**src/rtl/spi_master_ctrl.sv**
```systemverilog
// SPI master: full-duplex, MSB-first, one DATA_W-bit word per accepted start, all CPOL/CPHA modes.
// sclk is derived from clk by a CLK_DIV-cycle half-period counter; CS framing pads both ends.
module spi_master_ctrl #(
    parameter int CLK_DIV = 4,
    parameter int DATA_W  = 8
) (
    input  logic              clk,
    input  logic              rst,
    input  logic              start,
    input  logic [DATA_W-1:0] Tx_byte,
    input  logic              CPOL,
    input  logic              CPHA,
    input  logic              MISO,
    output logic              sclk,
    output logic              MOSI,
    output logic              CS,
    output logic [DATA_W-1:0] Rx_byte,
    output logic              busy,
    output logic              master_done,
    output logic [2:0]        state_dbg
);

    localparam int EDGES = 2 * DATA_W;
    localparam int ECW   = $clog2(EDGES) + 1;
    localparam int DCW   = $clog2(CLK_DIV) + 1;

    localparam logic [DCW-1:0] DIV_LAST    = DCW'(CLK_DIV - 1);
    localparam logic [ECW-1:0] EDGE_LAST   = ECW'(EDGES);
    localparam logic [ECW-1:0] EDGE_PENULT = ECW'(EDGES - 1);

    localparam logic [2:0] S_IDLE  = 3'd0;
    localparam logic [2:0] S_SETUP = 3'd1;
    localparam logic [2:0] S_XFER  = 3'd2;
    localparam logic [2:0] S_HOLD  = 3'd3;
    localparam logic [2:0] S_GAP   = 3'd4;

    logic [2:0]        state;
    logic [DCW-1:0]    div_cnt;
    logic [ECW-1:0]    edge_cnt;
    logic [DATA_W-1:0] tx_sh;
    logic [DATA_W-1:0] rx_sh;
    logic              cpol_q;
    logic              cpha_q;

    logic div_done;
    logic edge_fire;
    logic leading;

    assign state_dbg = state;
    assign div_done  = (div_cnt == DIV_LAST);
    // edge_cnt counts edges already produced, so the next edge is odd (leading) when it is even
    assign leading   = ~edge_cnt[0];
    assign edge_fire = div_done &&
                       ((state == S_SETUP) || ((state == S_XFER) && (edge_cnt != EDGE_LAST)));

    // Request handshake: start acts as valid and !busy as ready; a word is accepted on the
    // clk edge where start=1 while idle, and nothing is queued while busy is high.
    always_ff @(posedge clk or posedge rst) begin
        if (rst) begin
            state       <= S_IDLE;
            div_cnt     <= '0;
            edge_cnt    <= '0;
            tx_sh       <= '0;
            rx_sh       <= '0;
            cpol_q      <= 1'b0;
            cpha_q      <= 1'b0;
            sclk        <= 1'b0;
            MOSI        <= 1'b0;
            CS          <= 1'b1;
            busy        <= 1'b0;
            master_done <= 1'b0;
            Rx_byte     <= '0;
        end else begin
            master_done <= 1'b0;
            case (state)
                S_IDLE: begin
                    sclk <= CPOL;
                    CS   <= 1'b1;
                    busy <= 1'b0;
                    if (start) begin
                        cpol_q   <= CPOL;
                        cpha_q   <= CPHA;
                        rx_sh    <= '0;
                        CS       <= 1'b0;
                        busy     <= 1'b1;
                        div_cnt  <= '0;
                        edge_cnt <= '0;
                        state    <= S_SETUP;
                        if (!CPHA) begin
                            MOSI  <= Tx_byte[DATA_W-1];
                            tx_sh <= {Tx_byte[DATA_W-2:0], 1'b0};
                        end else begin
                            tx_sh <= Tx_byte;
                        end
                    end
                end

                S_SETUP, S_XFER: begin
                    if (div_done) begin
                        div_cnt <= '0;
                        if (edge_fire) begin
                            sclk     <= ~sclk;
                            edge_cnt <= edge_cnt + ECW'(1);
                            state    <= S_XFER;
                            if (leading == !cpha_q) begin
                                rx_sh <= {rx_sh[DATA_W-2:0], MISO};
                            end else if (cpha_q || (edge_cnt != EDGE_PENULT)) begin
                                MOSI  <= tx_sh[DATA_W-1];
                                tx_sh <= {tx_sh[DATA_W-2:0], 1'b0};
                            end
                        end else begin
                            // final half-period at idle level has elapsed
                            state <= S_HOLD;
                        end
                    end else begin
                        div_cnt <= div_cnt + DCW'(1);
                    end
                end

                S_HOLD: begin
                    sclk <= cpol_q;
                    if (div_done) begin
                        div_cnt     <= '0;
                        CS          <= 1'b1;
                        master_done <= 1'b1;
                        Rx_byte     <= rx_sh;
                        state       <= S_GAP;
                    end else begin
                        div_cnt <= div_cnt + DCW'(1);
                    end
                end

                S_GAP: begin
                    sclk <= cpol_q;
                    if (div_done) begin
                        div_cnt <= '0;
                        busy    <= 1'b0;
                        state   <= S_IDLE;
                    end else begin
                        div_cnt <= div_cnt + DCW'(1);
                    end
                end

                default: begin
                    state <= S_IDLE;
                end
            endcase
        end
    end

endmodule

```
**config.mk**
```make
export PLATFORM = sky130hd
export DESIGN_NAME = spi_master_ctrl
export DESIGN_NICKNAME = d
export VERILOG_FILES = /design/src/rtl/spi_master_ctrl.sv
export SDC_FILE = /design/constraint.sdc
export NUM_CORES = 1
export LEC_CHECK = 0
export CAP_MARGIN = 20
export CORE_MARGIN = 1.5
export CORE_UTILIZATION = 42
export CTS_BUF_LIST = sky130_fd_sc_hd__clkbuf_2 sky130_fd_sc_hd__clkbuf_4 sky130_fd_sc_hd__clkbuf_8
export DETAILED_ROUTE_END_ITERATION = 12
export GPL_TIMING_DRIVEN = 0
export PLACE_DENSITY = 0.71
export SYNTH_ARGS = -nofsm -noshare
export SYNTH_HDL_FRONTEND = slang
export SYNTH_SLANG_ARGS = --single-unit
```
**constraint.sdc**
```tcl
create_clock -name clk -period 4.9 [get_ports clk]
set_clock_uncertainty 0.15 [all_clocks]
set_input_delay 1.225 -clock clk [delete_from_list [all_inputs] [get_ports clk]]
set_output_delay 1.225 -clock clk [all_outputs]
set_load 0.01 [all_outputs]
```
Word-level counts from Yosys, hierarchy flattened. Cells that the tools add are included.

Register bits: 42. Input bits: 14. Output and inout bits: 16.

Reduce and logical (&&, ||, !) cells: 25. Bitwise logic cells: 2. Muxes and demuxes: 43. $add $sub $neg: 2. Eq/ne operators: 17.

Operators with widths (count): two-way mux 8 bit (10); case mux 8 bit (2 select lines) (2); two-way mux 3 bit (6); inequality test 2 bit (second input constant) (9); two-way mux 1 bit (15); two-way mux 5 bit (3); case mux 3 bit (4 select lines) (1); case mux 5 bit (2 select lines) (1); AND reduction 2 bit (5); == test 3 x 2 -> 1 bit (second input constant) (3); AND reduction 4 bit (2); nonzero test 2 bit (4); AND reduction 7 bit (1); case mux 1 bit (2 select lines) (3); case mux 3 bit (2 select lines) (1); AND reduction 6 bit (1); adder 5 x 1 -> 5 bit (second input constant) (1); inequality test 5 x 4 -> 1 bit (second input constant) (1); inequality test 5 bit (second input constant) (1); AND reduction 5 bit (1); OR reduction 2 bit (2); OR reduction 4 bit (1); adder 3 x 1 -> 3 bit (second input constant) (1); == test 3 x 1 -> 1 bit (second input constant) (1); other kinds (10) (13).

Longest topological paths before layout.
Depth in word-level cells: 7. Mapped depth: 7. Mapped depth without buffers: 7.

Worst setup path before layout. OpenSTA, ideal clock, no wires.

Path type: input to register. Start: input port CPHA. End: register tx_sh[1]. Arrival: 2188 ps. Setup slack: 2437 ps. Cell stages on the path: 4. Path buffers: 1. Library setup time: 125 ps. Cell sequence: buf_4 -> mux2_2 -> mux2_2 -> mux2_4.

Cells in the longest elaborated chain, start to end: 3.

Ends and longest elaborated chain: start, declared (line 12) `input logic CPHA,`; two-way mux 8 bit (line 89) `if (!CPHA) begin`; two-way mux 8 bit (line 80) `if (start) begin`; case mux 8 bit (2 select lines) (line 75) `case (state)`; end signal, assigned (line 91) `tx_sh <= {Tx_byte[DATA_W-2:0], 1'b0};`; end signal, assigned (line 93) `tx_sh <= Tx_byte;`; end signal, assigned (line 109) `tx_sh <= {tx_sh[DATA_W-2:0], 1'b0};`; end, declared (line 40) `logic [DATA_W-1:0] tx_sh;`.

Every way passes these cells. The select of a mux whose other input is x is not followed. A chain may end at the register's enable or synchronous reset.

Worst setup path after layout.
Start: register CS. End: output port CS.

RTL lines: start, declared (line 16) `output logic CS,`; start signal, assigned (line 69) `CS <= 1'b1;`; start signal, assigned (line 78) `CS <= 1'b1;`; start signal, assigned (line 84) `CS <= 1'b0;`.

No word-level cell between the ends.

==> impl_metrics.json <==
{
  "status": "finished, final reports clean",
  "grt_use_total": 0.1589,
  "rsz0062_at_grt": "no",
  "path_buf_inv": 1,
  "synth_edf_count": 0,
  "worst_pin_slew_ns": 0.8596,
  "drive_above_1_share": 0.2424,
  "finalPower_mw": 1.770,
  "ys_async_sr_fraction": 1.000,
  "io_buffers": 28,
  "irDropWorstVdd_mv": 0.2419,
  "core_um2": 5238,
  "wire_per_inst_um": 14.29,
  "setup.worst_path.class": "reg2out",
  "power.switching_mw": 0.6984,
  "yosys_most_used_dff": "dfrtp_1",
  "clk_pin_slew_ns": 0.09,
  "synthesis.area_um2": 2338,
  "cpMaxStageDelayCell": "dfstp_2",
  "synth_warnings": 0,
  "clockPowerShare": 0.132,
  "synth_top_family_by_area": "multiplexers",
  "rows": 26,
  "layout_common_cells": "dfrtp_1, clkdlybuf4s50_1, mux2_2",
  "yosysSeqAreaShare": 0.4500,
  "clock-sinks": 42,
  "cts_setup_buffers": 0,
  "vias": 1596,
  "fin_area_um2": 2800,
  "tns_ns": 0,
  "clk_latency_ns": 0.31,
  "dr.pass1.iters": 5,
  "grt_max_degree": 43,
  "die_area_um2": 6024,
  "r2r_start": "edge_cnt[0]$_DFFE_PP0P_",
  "cts_made_buffers": 5,
  "ys_ff_latch": 42,
  "reg2reg_depth": 7,
  "cp_num_cells": 1,
  "start_util": 0.4465,
  "crit_chain": "clkdlybuf4s50_1",
  "fin_util": 0.5346,
  "grt_pass1_wl_um": 7514,
  "slew_violations": 0,
  "grt_overflow_total": 0,
  "drc_errors": 0,
  "switching_share": 0.3945,
  "dp_hpwl_um": 3057,
  "powerDensity_nw_per_um2": 632.3,
  "syn_nets": 213,
  "worstPathArrival_ns": 1.37,
  "max-cap-violations": 0,
  "crit_fanout": 2,
  "slowest_delay_ns": 0.54,
  "pwr-share-comb": 0.546,
  "cts_resized": 0,
  "synth-xor-area-share": 0.01498,
  "drtAntennaViolNets": 0,
  "place.gp.congestion": 0.7435,
  "seqPwrFrac": 0.322,
  "placed_area_um2": 2706,
  "diodes": 0,
  "min_path_type": "reg2reg",
  "cts_tree": "built",
  "num_io_pins": 30,
  "dp_slack_ns": 1.882,
  "postCtsHoldBufs": 0,
  "crit_path_end_kind": "primary output",
  "setup_violations": 0,
  "final_common_cell": "dfrtp_1",
  "yosysUniqueCellTypes": 54,
  "slew_headroom": 0.4261,
  "fin_ws_ns": 2.151,
  "grt_pass1_vias": 1619,
  "critical_path.startpoint": "CS$_DFFE_PP1P_",
  "final_hold_viol_count": 0,
  "critPathRequiredTime_ns": 3.52,
  "netlist_instances": 195,
  "drt-total-wl_um": 4300,
  "fmax_ghz": 0.3637,
  "via_per_inst": 5.302,
  "start_kind": "register",
  "dieHeight_um": 77.62,
  "path_delay_family": "flip-flops",
  "final_net_count": 248,
  "cts_max_level": 2,
  "synth-compound-area-share": 0.1466,
  "reg2reg_slack_ns": 2.43,
  "antenna_found_initial": 0,
  "yosys.area_share.simple": 0.1343,
  "clockRootBuffer": "clkbuf_8",
  "p_int_mw": 1.072,
  "synth_adder_area_share": 0.02140,
  "chipWidth_um": 77.62,
  "drt-initial-drc-count": 106,
  "synthMuxAreaShare": 0.1782,
  "cp-endpoint": "CS",
  "min_period_ns": 2.749,
  "clockBufferDepth": 2,
  "syn_to_final_growth_pct": 19.74,
  "p_leak_nw": 1.287,
  "period_share": 0.5611,
  "postSynthAreaPerCell_um2": 11.99,
  "worstReg2RegEnd": "MOSI$_DFFE_PP0P_"
}
-- state kept, by name, indices dropped and copies added (netlist names) --
signal,flops
cpha_q,1
state_dbg,3
edge_cnt,5
rx_sh,8
master_done,1
CS,1
busy,1
div_cnt,3
cpol_q,1
Rx_byte,8
sclk,1
tx_sh,8
MOSI,1
-- how the worst min path moves through the flow --
| stage | start | end | slack (ns) | cells after the start |
|---|---|---|---|---|
| global route | MOSI$_DFFE_PP0P_ | MOSI$_DFFE_PP0P_ | 0.39 | 1 |
| global placement | rx_sh[7]$_DFFE_PP0P_ | rx_sh[7]$_DFFE_PP0P_ | 0.32 | 1 |
| finish | rx_sh[7]$_DFFE_PP0P_ | rx_sh[7]$_DFFE_PP0P_ | 0.36 | 1 |
| detailed placement | rx_sh[7]$_DFFE_PP0P_ | rx_sh[7]$_DFFE_PP0P_ | 0.34 | 1 |
| CTS | rx_sh[7]$_DFFE_PP0P_ | rx_sh[7]$_DFFE_PP0P_ | 0.36 | 1 |
| floorplan | rx_sh[7]$_DFFE_PP0P_ | rx_sh[7]$_DFFE_PP0P_ | 0.31 | 1 |
-- power by group through the flow --
stage	Combinational, mW	Sequential [mW]	Clock (mW)
floorplan	0.709	0.579	0
global placement	0.953	0.572	0
detailed placement	0.971	0.577	0
CTS	0.976	0.571	0.241
global route	1.06	0.591	0.252
finish	0.966	0.570	0.234
-- worst register-to-register path, stage by stage, from the launching register on --
cell      delay (ns)
dfrtp_1         0.46
ha_1            0.25
and3_1          0.19
ha_1            0.17
or3b_4          0.42
a311oi_1        0.27
o21ai_1         0.14
mux2_4          0.31
-- final cells by class --
| class | count | area, um^2 |
|---|---|---|
| clock buffers | 5 | 68.82 |
| plain buffers | 9 | 78.83 |
| well taps | 70 | 87.58 |
| fillers | 449 | 2437 |
| clock inverters | 3 | 25.02 |
| multi-input cells | 131 | 1159 |
| repair buffers | 28 | 280.3 |
| inverters | 13 | 48.80 |
| flip-flops and latches | 42 | 1052 |
-- cell usage after synthesis (2+ instances only) --
library cell  number  area [um^2]
a311oi_1           2        17.52
nor2_1             7        26.28
mux2_4             4        60.06
buf_6              4        45.04
xor2_1             3        26.28
mux2_2            19        214.0
mux2i_1           12        120.1
inv_1             13        48.80
a211oi_1           2        15.01
o21ai_0            2        10.01
and3_1             9        56.30
ha_1               4        50.05
o2bb2ai_1          3        26.28
nor2b_1            3        18.77
nor3_1             2        10.01
nand2_1            6        22.52
a32o_1             9        90.09
nand2b_1           4        25.02
buf_4              4        30.03
a21oi_1            5        25.02
mux2_1             2        22.52
dfrtp_1           41         1026
nor3b_1            4        30.03
-- stage by stage --
stage	instances	hold slack, ns
finish	301	0.3562
global placement	293	0.3248
global route	301	0.3901
CTS	301	0.3565
detailed placement	293	0.3355
floorplan	195	0.3103
-- cell families (layout without fill, tap and decap cells) --
| logic type | Yosys count | after routing |
|---|---|---|
| compound gates | 39 | 39 |
| xor+xnor | 4 | 4 |
| fa+ha+maj | 4 | 4 |
| buf+inv | 22 | 58 |
| flops | 42 | 42 |
| mux | 37 | 37 |
| simple gates | 47 | 47 |
-- metal layers --
layer / routed length, um / track usage
met2: 1976 / 0.2513
met3: 130 / 0.04000
met4: 65 / 0.05636
met5: 0 / 0
met1: 2127 / 0.2104
No activity file was read; power rests on OpenSTA's default activity.
